===== config.mk =====
export PLATFORM = sky130hd
export DESIGN_NAME = piso_tx_ctrl_flat
export DESIGN_NICKNAME = d
export VERILOG_FILES = /design/src/rtl/piso_tx_ctrl_pkg.sv /design/src/rtl/piso_tx_ctrl_if.sv /design/src/rtl/piso_tx_ctrl_shreg.sv /design/src/rtl/piso_tx_ctrl.sv /design/src/flat_wrapper.sv
export SDC_FILE = /design/constraint.sdc
export NUM_CORES = 1
export LEC_CHECK = 0
export BUFFER_PORTS_ARGS = -buffer_cell sky130_fd_sc_hd__buf_4
export CAP_MARGIN = 25
export CORE_AREA = 3 3 40 42
export DETAILED_ROUTE_END_ITERATION = 10
export DIE_AREA = 0 0 43 45
export GPL_ROUTABILITY_DRIVEN = 0
export GPL_TIMING_DRIVEN = 0
export PLACE_DENSITY = 0.62
export SKIP_CTS_REPAIR_TIMING = 1
export SLEW_MARGIN = 20
export SYNTH_ARGS = -nofsm -noshare
export SYNTH_HDL_FRONTEND = slang
export SYNTH_SLANG_ARGS = --single-unit

===== constraint.sdc =====
create_clock -name clk -period 2.4 [get_ports clk]
set_input_delay 0.48 -clock clk [delete_from_list [all_inputs] [get_ports clk]]
set_output_delay 0.48 -clock clk [all_outputs]
set_load 0.01 [all_outputs]

===== src/rtl/piso_tx_ctrl_pkg.sv =====
// piso_ctrl_pkg
// Shared definitions for the serial transmit controller:
//   state_t    - FSM state encoding (IDLE / SHIFT / GAP)
//   cnt_width  - width of the divider/gap counter for a DIV/GAP pair
package piso_ctrl_pkg;

    typedef enum logic [1:0] {
        ST_IDLE  = 2'd0,
        ST_SHIFT = 2'd1,
        ST_GAP   = 2'd2
    } state_t;

    // One counter serves both the bit-period divider and the idle gap,
    // so it must hold the larger of DIV and GAP*DIV.
    function automatic int cnt_width(input int div, input int gap);
        int m;
        m = (gap * div > div) ? gap * div : div;
        return $clog2(m + 1);
    endfunction

endpackage


===== src/rtl/piso_tx_ctrl_if.sv =====
// piso_tx_ctrl_if
// Bundle between an upstream requester and the serial transmit controller,
// plus the serial side seen by downstream framing logic.
//
// Handshake: a word transfers on a rising clk edge where in_valid && in_ready
// are both high. in_data is sampled only on that edge. The requester may hold
// or drop in_valid freely; while in_ready is low nothing is consumed.
//
//   in_data   requester -> ctrl  parallel word
//   in_valid  requester -> ctrl  word available
//   in_ready  ctrl -> requester  controller idle, can accept
//   ser_out   ctrl -> downstream serial data, MSB first
//   ser_valid ctrl -> downstream ser_out carries a data bit
//   ser_first ctrl -> downstream first bit period of a word
//   ser_last  ctrl -> downstream last bit period of a word
//   busy      ctrl -> downstream shifting or in idle gap
//   done      ctrl -> downstream one-cycle pulse after the last bit
interface piso_tx_ctrl_if #(
    parameter int WIDTH = 4
);
    logic [WIDTH-1:0] in_data;
    logic             in_valid;
    logic             in_ready;
    logic             ser_out;
    logic             ser_valid;
    logic             ser_first;
    logic             ser_last;
    logic             busy;
    logic             done;

    modport master (
        output in_data, in_valid,
        input  in_ready, ser_out, ser_valid, ser_first, ser_last, busy, done
    );

    modport slave (
        input  in_data, in_valid,
        output in_ready, ser_out, ser_valid, ser_first, ser_last, busy, done
    );
endinterface


===== src/rtl/piso_tx_ctrl_shreg.sv =====
// piso_shreg
// WIDTH-bit parallel-in/serial-out register.
//   clk, rst : clock, synchronous active-high reset (clears to 0)
//   load     : load d (has priority over shift)
//   shift    : shift left one place, 0 filled in at the LSB
//   d        : parallel word
//   q_msb    : serial output (current MSB)
module piso_shreg #(
    parameter int WIDTH = 4
) (
    input  logic             clk,
    input  logic             rst,
    input  logic             load,
    input  logic             shift,
    input  logic [WIDTH-1:0] d,
    output logic             q_msb
);
    logic [WIDTH-1:0] sreg;

    always_ff @(posedge clk) begin
        if (rst) begin
            sreg <= '0;
        end else if (load) begin
            sreg <= d;
        end else if (shift) begin
            sreg <= {sreg[WIDTH-2:0], 1'b0};
        end
    end

    assign q_msb = sreg[WIDTH-1];
endmodule


===== src/rtl/piso_tx_ctrl.sv =====
// piso_tx_ctrl
// Serial transmit controller: accepts a WIDTH-bit word over valid/ready,
// shifts it out MSB first with DIV clk cycles per bit, then idles for
// GAP bit periods before accepting the next word.
//   clk, rst  : clock, synchronous active-high reset
//   bus       : handshake + serial outputs (slave side of piso_tx_ctrl_if)
//   state_dbg : current FSM state, for observation only
module piso_tx_ctrl
    import piso_ctrl_pkg::*;
#(
    parameter int WIDTH = 4,
    parameter int DIV   = 1,
    parameter int GAP   = 0
) (
    input  logic   clk,
    input  logic   rst,
    piso_tx_ctrl_if.slave bus,
    output state_t state_dbg
);
    localparam int BW = $clog2(WIDTH);
    localparam int CW = cnt_width(DIV, GAP);

    localparam logic [BW-1:0] BIT_TOP    = BW'(WIDTH - 1);
    localparam logic [BW-1:0] BIT_ONE    = BW'(1);
    localparam logic [CW-1:0] CNT_ONE    = CW'(1);
    localparam logic [CW-1:0] DIV_RELOAD = CW'(DIV - 1);
    localparam logic [CW-1:0] GAP_RELOAD = CW'(GAP * DIV - 1);

    state_t        state;
    logic [BW-1:0] bit_cnt;
    logic [CW-1:0] div_cnt;
    logic          done_q;
    logic          accept;
    logic          tick;
    logic          shift_en;
    logic          sreg_msb;

    assign accept   = (state == ST_IDLE) && bus.in_valid;
    assign tick     = (div_cnt == '0);
    assign shift_en = (state == ST_SHIFT) && tick && (bit_cnt != '0);

    piso_shreg #(.WIDTH(WIDTH)) u_shreg (
        .clk   (clk),
        .rst   (rst),
        .load  (accept),
        .shift (shift_en),
        .d     (bus.in_data),
        .q_msb (sreg_msb)
    );

    // div_cnt doubles as the gap timer: it is reloaded with GAP*DIV-1 on
    // leaving SHIFT so GAP lasts exactly GAP*DIV cycles.
    always_ff @(posedge clk) begin
        if (rst) begin
            state   <= ST_IDLE;
            bit_cnt <= '0;
            div_cnt <= '0;
            done_q  <= 1'b0;
        end else begin
            done_q <= 1'b0;
            case (state)
                ST_IDLE: begin
                    if (bus.in_valid) begin
                        bit_cnt <= BIT_TOP;
                        div_cnt <= DIV_RELOAD;
                        state   <= ST_SHIFT;
                    end
                end
                ST_SHIFT: begin
                    if (!tick) begin
                        div_cnt <= div_cnt - CNT_ONE;
                    end else if (bit_cnt != '0) begin
                        bit_cnt <= bit_cnt - BIT_ONE;
                        div_cnt <= DIV_RELOAD;
                    end else begin
                        done_q <= 1'b1;
                        if (GAP > 0) begin
                            div_cnt <= GAP_RELOAD;
                            state   <= ST_GAP;
                        end else begin
                            state <= ST_IDLE;
                        end
                    end
                end
                ST_GAP: begin
                    if (!tick) begin
                        div_cnt <= div_cnt - CNT_ONE;
                    end else begin
                        state <= ST_IDLE;
                    end
                end
                default: state <= ST_IDLE;
            endcase
        end
    end

    // The register keeps its last bit after the word, so gate it with SHIFT.
    assign bus.ser_out   = (state == ST_SHIFT) && sreg_msb;
    assign bus.ser_valid = (state == ST_SHIFT);
    assign bus.ser_first = (state == ST_SHIFT) && (bit_cnt == BIT_TOP);
    assign bus.ser_last  = (state == ST_SHIFT) && (bit_cnt == '0);
    assign bus.busy      = (state == ST_SHIFT) || (state == ST_GAP);
    assign bus.in_ready  = (state == ST_IDLE);
    assign bus.done      = done_q;
    assign state_dbg     = state;
endmodule


===== src/flat_wrapper.sv =====
// flat-port wrapper written by rule: the top's interface ports become plain ports
module piso_tx_ctrl_flat import piso_ctrl_pkg::*;
#(
    parameter int WIDTH = 4,
    parameter int DIV   = 1,
    parameter int GAP   = 0
)
  (clk, rst, state_dbg, bus_in_data, bus_in_valid, bus_in_ready, bus_ser_out, bus_ser_valid, bus_ser_first, bus_ser_last, bus_busy, bus_done);
  piso_tx_ctrl_if #(.WIDTH(WIDTH)) bus_i ();
  input  logic clk;
  input  logic rst;
  output state_t state_dbg;
  input wire logic [$bits(bus_i.in_data)-1:0] bus_in_data;
  input wire logic [$bits(bus_i.in_valid)-1:0] bus_in_valid;
  output wire logic [$bits(bus_i.in_ready)-1:0] bus_in_ready;
  output wire logic [$bits(bus_i.ser_out)-1:0] bus_ser_out;
  output wire logic [$bits(bus_i.ser_valid)-1:0] bus_ser_valid;
  output wire logic [$bits(bus_i.ser_first)-1:0] bus_ser_first;
  output wire logic [$bits(bus_i.ser_last)-1:0] bus_ser_last;
  output wire logic [$bits(bus_i.busy)-1:0] bus_busy;
  output wire logic [$bits(bus_i.done)-1:0] bus_done;
  assign bus_i.in_data = bus_in_data;
  assign bus_i.in_valid = bus_in_valid;
  assign bus_in_ready = bus_i.in_ready;
  assign bus_ser_out = bus_i.ser_out;
  assign bus_ser_valid = bus_i.ser_valid;
  assign bus_ser_first = bus_i.ser_first;
  assign bus_ser_last = bus_i.ser_last;
  assign bus_busy = bus_i.busy;
  assign bus_done = bus_i.done;
  piso_tx_ctrl #(.WIDTH(WIDTH), .DIV(DIV), .GAP(GAP)) u_core (.clk(clk), .rst(rst), .bus(bus_i), .state_dbg(state_dbg));
endmodule

# Yosys cells after proc, flatten, opt, wreduce, memory -nomap -nowiden
# Cells that the tools add are included.
# totals
register_bits	10
out_inout_bits	9
# op_classes
addsub	2
n_eq_ne	8
n_mux	15
n_bitwise	2
reduce_logical	18
# ops
op	count
2-bit two-way mux	7
4-bit two-way mux	2
2-bit inequality test, second input constant	4
4-bit AND reduction	2
2-bit nonzero test	4
1-bit logical AND	6
2-bit one-hot mux with 3 select lines	1
2-bit == test, second input constant	2
2-bit zero test	2
2-bit one-hot mux with 2 select lines	1
1-bit two-way mux	3
3-bit OR reduction	1
2-bit by 1-bit == test with 1-bit output, second input constant	1
2-bit by 1-bit inequality test with 1-bit output, second input constant	1
1-bit NOT	2
1-bit one-hot mux with 2 select lines	1
2-bit AND reduction	1
2-bit OR reduction	1
2-bit by 1-bit subtractor with 2-bit output, second input constant	1
1-bit logical OR	1
1-bit subtractor, second input constant	1

# Logic depth before layout (Yosys ltp)
# Gate-level depths: netlist of the first run.
# logic_depth
ltp_word	5
mapped_depth	5
mapped_depth_nobuf	5

# By module
# A second synthesis of the first run with hierarchy kept.
# hier_totals
hier_cells	46
area_unflattened_um2	442.9
# modules_own_cells
mod	instances	cells_per_inst	area_each_um2	seq_area_each_um2
piso_tx_ctrl	1	29	270.3	80.1
piso_shreg	1	17	172.7	80.1

# Worst setup path after synthesis of the first run
# No wires, ideal clock.
# synth_timing
path_type	register -> output
startpoint	register u_core.bit_cnt[0]
endpoint	output port bus_ser_last
arrival_time_ns	0.871
slack_ns	1.049
path_stages_with_launch	5
path_buffers	0
cell_sequence	dfxtp_1 > inv_1 > ha_1 > nand2_1 > inv_1
# synth_via
elab_chain_cells	2
# synth_lines
element	line_no	source
start, declared	piso_tx_ctrl.sv:30	logic [BW-1:0] bit_cnt;
start signal, assigned	piso_tx_ctrl.sv:73	bit_cnt <= bit_cnt - BIT_ONE;
2-bit zero test	piso_tx_ctrl.sv:101	assign bus.ser_last = (state == ST_SHIFT) && (bit_cnt == '0);
1-bit logical AND	piso_tx_ctrl.sv:101	
end, declared	flat_wrapper.sv:19	output wire logic [$bits(bus_i.ser_last)-1:0] bus_ser_last;
# Every way passes these cells.

# Final worst setup path of the first run
# Same ends and word-level chain as after synthesis.

==> run_results.csv, run 1 <==
group,metric,value,unit
drt,drc,0,
pwr,p_sw,103,uW
synthesis,synth_seq_cells,8,
worst_setup_path,cp_top_family,"flip-flops",
synthesis,syn_area_per_cell,8.24,um^2
worst_setup_path,worst_path_largest_cell_delay,0.39,ns
layout,nets,79,
clock_network,cts_tree,"done",
drt,drt_iter0_drc,1,
pwr,pwr_density_cell,641,nW/um^2
synthesis,synth_area_leaders,"dfxtp_1, ha_1, a21oi_1",
synthesis,ys_warn_count,0,
worst_setup_path,path_cells,"inv_1 > ha_1 > nand2_1 > inv_1 > buf_4",
timing,hold_violations,0,
global_routing,grt_first_pass_wirelength,1410,um
timing,period_needed,1.83,ns
placed_design,dp_slack,0.848,ns
pwr,p_int,255,uW
floorplanning,initial_core_util,0.327,
clock_network,numClockSinks,8,
worst_setup_path,crit_fanout,5,
synthesis,syn-cell-area,420,um^2
worst_setup_path,cp_data_arrival_time,1.35,ns
layout,syn2layout_area_growth,33.0,%
pwr,ir_drop,0.000302,V
worst_setup_path,cp.required,1.92,ns
clock_network,numCtsBuffers,3,
worst_setup_path,worst-path-buf-inv,3,
layout,drive_gt1_frac,0.328,
synthesis,synth_most_common_cell,"dfxtp_1",
drt,avgViaCountPerCell,4.71,
floorplanning,coreArea,1280,um^2
floorplanning,rows,13,
placed_design,numPortBuffers,13,
timing,rsz0062_at_grt,"false",
run,drv_cap,0,
timing,maxSlewViolCount,0,
layout,insertedDiodeCount,0,
worst_setup_path,crit_top_cell,"inv_1",
floorplanning,die_w,43,um
worst_setup_path,critPathKind,"flip-flop to primary output",
synthesis,synthesis.nets,61,
pwr,p_comb_frac,0.270,
synthesis,synth_cell_types,20,
hold_path,hp-class,"flip-flop to flip-flop",
synthesis,synth_top_cell_area_share,0.381,
global_routing,grt_start_max_net_pins,11,
pwr,p_sw_frac,0.288,
synthesis,syn_inst,51,
synthesis,async_flop_share,0,
synthesis,synth_edf_count,0,
floorplanning,die_h,45,um
drt,routedWlPerCell,10.4,um
worst_setup_path,cp-start-kind,"flip-flop",
synthesis,synth_ff_type,"dfxtp_1",
timing,fin_ws,0.571,ns
synthesis,synth_common_cells,"dfxtp_1, a21oi_1, inv_1, nor3_1, nand2_1",
timing,fin_crit_sh,0.762,
placed_design,hpwl,666,um
clock_network,clk_pin_slew,0.06,ns
status,outcome,"complete, no violations",
global_routing,antenna_found_initial,0,
global_routing,grt_usage,0.102,
global_routing,overflow,0,
floorplanning,die_area,1940,um^2
pwr,power.share.sequential,0.441,
drt,drt-pass1-iter-count,3,
pwr,p_leak,0.000279,uW
worst_setup_path,endpoint_kind,"primary output",
drt,drt-total-wl,852,um
global_routing,grt_pass1_vias,369,
worst_setup_path,crit_slowest_cell,"dfxtp_1",
timing,skew,0.00497,ns
synthesis,yosysTopAreaCell,"dfxtp_1",
clock_network,htreeDepth,1,
drt,vias,386,
floorplanning,io_pins,16,
clock_network,clk_path_buf_depth,2,
drt,drtAntennaViolNets,0,
timing,max_freq,547,MHz
synthesis,seq_area_frac_synth,0.381,
timing,finalSetupViolCount,0,
pwr,clockPowerShare,0.289,
timing,setup_tns,0,ns
clock_network,clk_latency,0.26,ns
clock_network,root_buffer,"clkbuf_4",
sequential cells by signal (all words and copies together), names as in the netlist:
| name | flops |
|---|---|
| u_core.u_shreg.sreg | 4 |
| u_core.bus.done | 1 |
| u_core.state_dbg | 1 |
| u_core.bit_cnt | 2 |
final timing paths:
path | start | to | slack [ns] | cells past startpoint
max reg2reg | u_core.bit_cnt[0] | u_core.u_shreg.sreg[1] | 1.02 | 5
max | u_core.bit_cnt[0] | bus_ser_last | 0.57 | 5
min | u_core.u_shreg.sreg[0] | u_core.u_shreg.sreg[0] | 0.51 | 2
min reg2reg | u_core.u_shreg.sreg[0] | u_core.u_shreg.sreg[0] | 0.51 | 2
layout make-up:
| cell class | instances | area [um^2] |
|---|---|---|
| inverter | 5 | 18.8 |
| tap | 15 | 18.8 |
| sequential | 8 | 160 |
| clock buffer | 3 | 22.5 |
| timing repair buffer | 13 | 97.6 |
| buffer | 5 | 37.5 |
| fill | 131 | 726 |
| multi-input combinational | 33 | 204 |
worst min-delay path: stages (launching register included):
cell and delay [ns]:
dfxtp_1 0.32, nand3_1 0.08, a21oi_1 0.06
placed cells by master, fill, tap and decap left out:
master    Yosys  final
dfxtp_1       8      8
buf_4         3     16
or2_4         1      1
nand2_1       4      4
nor3_1        5      5
nor2_1        3      3
inv_1         5      5
clkbuf_1      1      1
mux2_2        1      1
buf_6         1      1
ha_1          3      3
conb_1        1      1
a211oi_1      1      1
and2_1        2      2
nand3_1       1      1
or2b_1        1      1
nand2b_1      1      1
o22ai_1       3      3
a21oi_1       5      5
clkbuf_4      0      3
xor2_1        1      1
power groups by stage:
stage	clock, uW	sequential, uW	combinational [uW]
2_1_floorplan	0	160	64.0
3_3_place_gp	0	160	96.3
3_5_place_dp	0	161	97.8
4_1_cts	107	158	98.1
5_1_grt	114	160	110
6_report	104	158	96.9
through the flow:
| stage | area, um^2 | total power (uW) | std cells | util | hold slack, ns |
|---|---|---|---|---|---|
| after floorplan | 420 | 224 | 51 | - | 0.471 |
| after global placement | 537 | 257 | 79 | 0.418 | 0.504 |
| after detailed placement | 537 | 258 | 79 | 0.418 | 0.502 |
| after CTS | 559 | 363 | 82 | 0.435 | 0.510 |
| after global routing | 559 | 384 | 82 | 0.435 | 0.518 |
| final | 559 | 359 | 82 | 0.435 | 0.510 |
layer usage:
layer / up-vias / GRT usage / share of wire
met5: - / 0 / 0
met4: 0 / 0.0663 / 0.032
met3: 4 / 0.0598 / 0.081
met2: 13 / 0.168 / 0.49
met1: 169 / 0.0971 / 0.39
li1: 200 / - / -
cell families (layout without fill, tap and decap cells):
| kind of cell | Yosys count | count (layout) | synth area share |
|---|---|---|---|
| fa+ha+maj | 3 | 3 | 0.0893 |
| xor+xnor | 1 | 1 | 0.0208 |
| buf+inv | 10 | 26 | 0.134 |
| compound gates | 9 | 9 | 0.122 |
| flops | 8 | 8 | 0.381 |
| simple gates | 18 | 18 | 0.217 |
| mux | 1 | 1 | 0.0268 |
| other cells | 1 | 1 | 0.00892 |
Power figures use the tool's default switching activity.
==> run 2: changes to the inputs <==
ABC_AREA = 1   (was default)
PLACE_DENSITY = 0.64   (was 0.62)
clock period = 1.9 ns   (was 2.4 ns; I/O delays follow)
==> run 2 against run 1 <==
Clock-buffer cell count stayed put. Final cell count is 20% higher. Critical path type unchanged. Die area did not move. Largest power group unchanged. Largest cell class unchanged. Critical endpoint unchanged.
==> run_results.csv, run 2 <==
group,metric,value,unit
status,outcome,"complete, no violations",
pwr,pwr_density_cell,766,nW/um^2
layout,fillers,135,
layout,top_register,"u_core.u_shreg.sreg",
worst_setup_path,cp.required,1.52,ns
pwr,p_sw,142,uW
global_routing,top_usage_layer,"met2",
timing,hold_violations,0,
worst_setup_path,cp_data_arrival_time,1.21,ns
synthesis,syn_area_per_cell,6.84,um^2
hold_path,hold_depth,2,
placed_design,numPortBuffers,14,
pwr,ir_drop,0.000317,V
clock_network,clk_latency,0.26,ns
global_routing,met3_usage,0.0239,
synthesis,yosysTopAreaCell,"dfxtp_1",
drt,drt-pass1-iter-count,4,
worst_setup_path,worst_path_largest_cell_delay,0.36,ns
layout,drive_gt1_frac,0.289,
timing,skew,0.00367,ns
drt,vias,455,
layout,utilization,0.465,
global_routing,met2_usage,0.171,
timing,holdWs,0.287,ns
hold_path,hp-class,"input pin to flip-flop",
layout,syn2layout_area_growth,32.4,%
synthesis,synth_common_cells,"nand2_1, inv_1, dfxtp_1",
worst_setup_path,crit_top_cell,"inv_1",
synthesis,syn_inst,66,
timing,fin_crit_sh,0.836,
worst_setup_path,cp-start-kind,"flip-flop",
worst_setup_path,path_cells,"inv_1 > ha_1 > nand2_1 > inv_1 > buf_4",
synthesis,synth_cell_types,14,
drt,drt-total-wl,984,um
clock_network,numClockSinks,8,
layout,mostFrequentLayoutCell,"buf_4",
floorplanning,io_pins,16,
worst_setup_path,critPathKind,"flip-flop to primary output",
clock_network,root_buffer,"clkbuf_4",
worst_setup_path,crit_fanout,3,
clock_network,cts_tree,"done",
timing,finalSetupViolCount,0,
pwr,p_leak,0.000338,uW
floorplanning,initial_core_util,0.352,
drt,avgViaCountPerCell,4.64,
global_routing,overflow,0,
synthesis,synth_ff_type,"dfxtp_1",
layout,insertedDiodeCount,0,
global_routing,grt_pass1_vias,372,
synthesis,synth_seq_cells,8,
floorplanning,die_w,43,um
floorplanning,die_h,45,um
synthesis,synth_edf_count,0,
run,drv_cap,0,
synthesis,syn-cell-area,452,um^2
drt,routedWlPerCell,10.0,um
synthesis,synth_most_common_cell,"nand2_1",
floorplanning,rows,13,
clock_network,numCtsBuffers,3,
pwr,p_comb_frac,0.272,
layout,nets,95,
floorplanning,coreArea,1280,um^2
global_routing,grt_first_pass_wirelength,1460,um
worst_setup_path,worst-path-stages,5,
worst_setup_path,cp_top_family,"flip-flops",
drt,drtAntennaViolNets,0,
global_routing,antenna_found_initial,0,
pwr,power.share.sequential,0.429,
pwr,p_int,316,uW
layout,reg.largest.list,"u_core.u_shreg.sreg: 4 flops, u_core.bit_cnt: 2 flops",
timing,max_freq,630,MHz
layout,largest_reg_flops,4,
worst_setup_path,endpoint_kind,"primary output",
global_routing,grt_start_max_net_pins,11,
timing,period_needed,1.59,ns
synthesis,async_flop_share,0,
pwr,p_sw_frac,0.311,
synthesis,seq_area_frac_synth,0.355,
placed_design,hpwl,734,um
clock_network,clk_pin_slew,0.06,ns
clock_network,htreeDepth,1,
layout,layout_common_cells,"buf_4, nand2_1, inv_1, dfxtp_1",
synthesis,synth_top_cell_area_share,0.355,
floorplanning,die_area,1940,um^2
worst_setup_path,worst-path-buf-inv,3,
drt,drc,0,
worst_setup_path,r2r_cells,6,
synthesis,ys_warn_count,0,
worst_setup_path,crit_slowest_cell,"dfxtp_1",
pwr,clockPowerShare,0.299,
global_routing,met1_usage,0.111,
synthesis,synthesis.nets,76,
synthesis,synth_area_leaders,"dfxtp_1, nand2_1, inv_1",
timing,setup_tns,0,ns
clock_network,clk_path_buf_depth,2,
drt,drt_iter0_drc,5,
timing,rsz0062_at_grt,"false",
timing,maxSlewViolCount,0,
global_routing,grt_usage,0.103,
-- run 2: cell count changes after synthesis, moves of 2 or more --
cell,previous run,this run
and2_1,2,0
inv_1,5,14
nand2_1,4,16
nand3_1,1,4
nand3b_1,0,2
nor2_1,3,5
nor3_1,5,0
o22ai_1,3,0
-- run 2: worst paths after layout --
path / startpoint / endpoint / slack, ns
min reg2reg: u_core.u_shreg.sreg[0] / u_core.u_shreg.sreg[0] / 0.47
max: u_core.bit_cnt[0] / bus_ser_last / 0.31
min: rst / u_core.u_shreg.sreg[0] / 0.29
max reg2reg: u_core.bit_cnt[0] / u_core.u_shreg.sreg[1] / 0.66
-- run 2: power groups by stage --
stage | registers [uW] | logic, uW | clock network [uW]
finish | 197 | 125 | 137
global route | 199 | 139 | 148
CTS | 196 | 125 | 143
detailed placement | 200 | 124 | 0
global placement | 199 | 122 | 0
floorplan | 200 | 78.3 | 0
-- run 2: layout make-up --
| class | count | area (um^2) | share of cell area |
|---|---|---|---|
| Timing Repair Buffer | 14 | 105 | 0.176 |
| Inverter | 14 | 52.6 | 0.0879 |
| Buffer | 4 | 30.0 | 0.0502 |
| Sequential cell | 8 | 160 | 0.268 |
| Multi-Input combinational cell | 40 | 209 | 0.349 |
| Tap cell | 15 | 18.8 | 0.0314 |
| Clock buffer | 3 | 22.5 | 0.0377 |
-- run 2: kinds of logic (layout without fill, tap and decap cells) --
kind of cell | count (synthesis) | in the layout | synth area share
AND/OR/NAND/NOR | 28 | 28 | 0.266
buffers and inverters | 18 | 35 | 0.183
AO/OA/AOI/OAI | 8 | 8 | 0.105
flip-flops | 8 | 8 | 0.355
adder cells (fa/ha/maj) | 3 | 3 | 0.0831
other | 1 | 1 | 0.00830
-- run 2: layer usage --
metal	up-vias	share of wire
met5	-	0
met4	0	0.037
met3	5	0.069
met2	16	0.45
met1	204	0.45
li1	230	-
-- run 2: stage by stage --
stage	power (uW)	instance area, um^2	instances	setup WS, ns
after floorplan	278	452	66	0.737
after global placement	322	576	95	0.623
after detailed placement	324	576	95	0.607
after CTS	464	598	98	0.321
after global routing	486	598	98	0.257
final	458	598	98	0.312
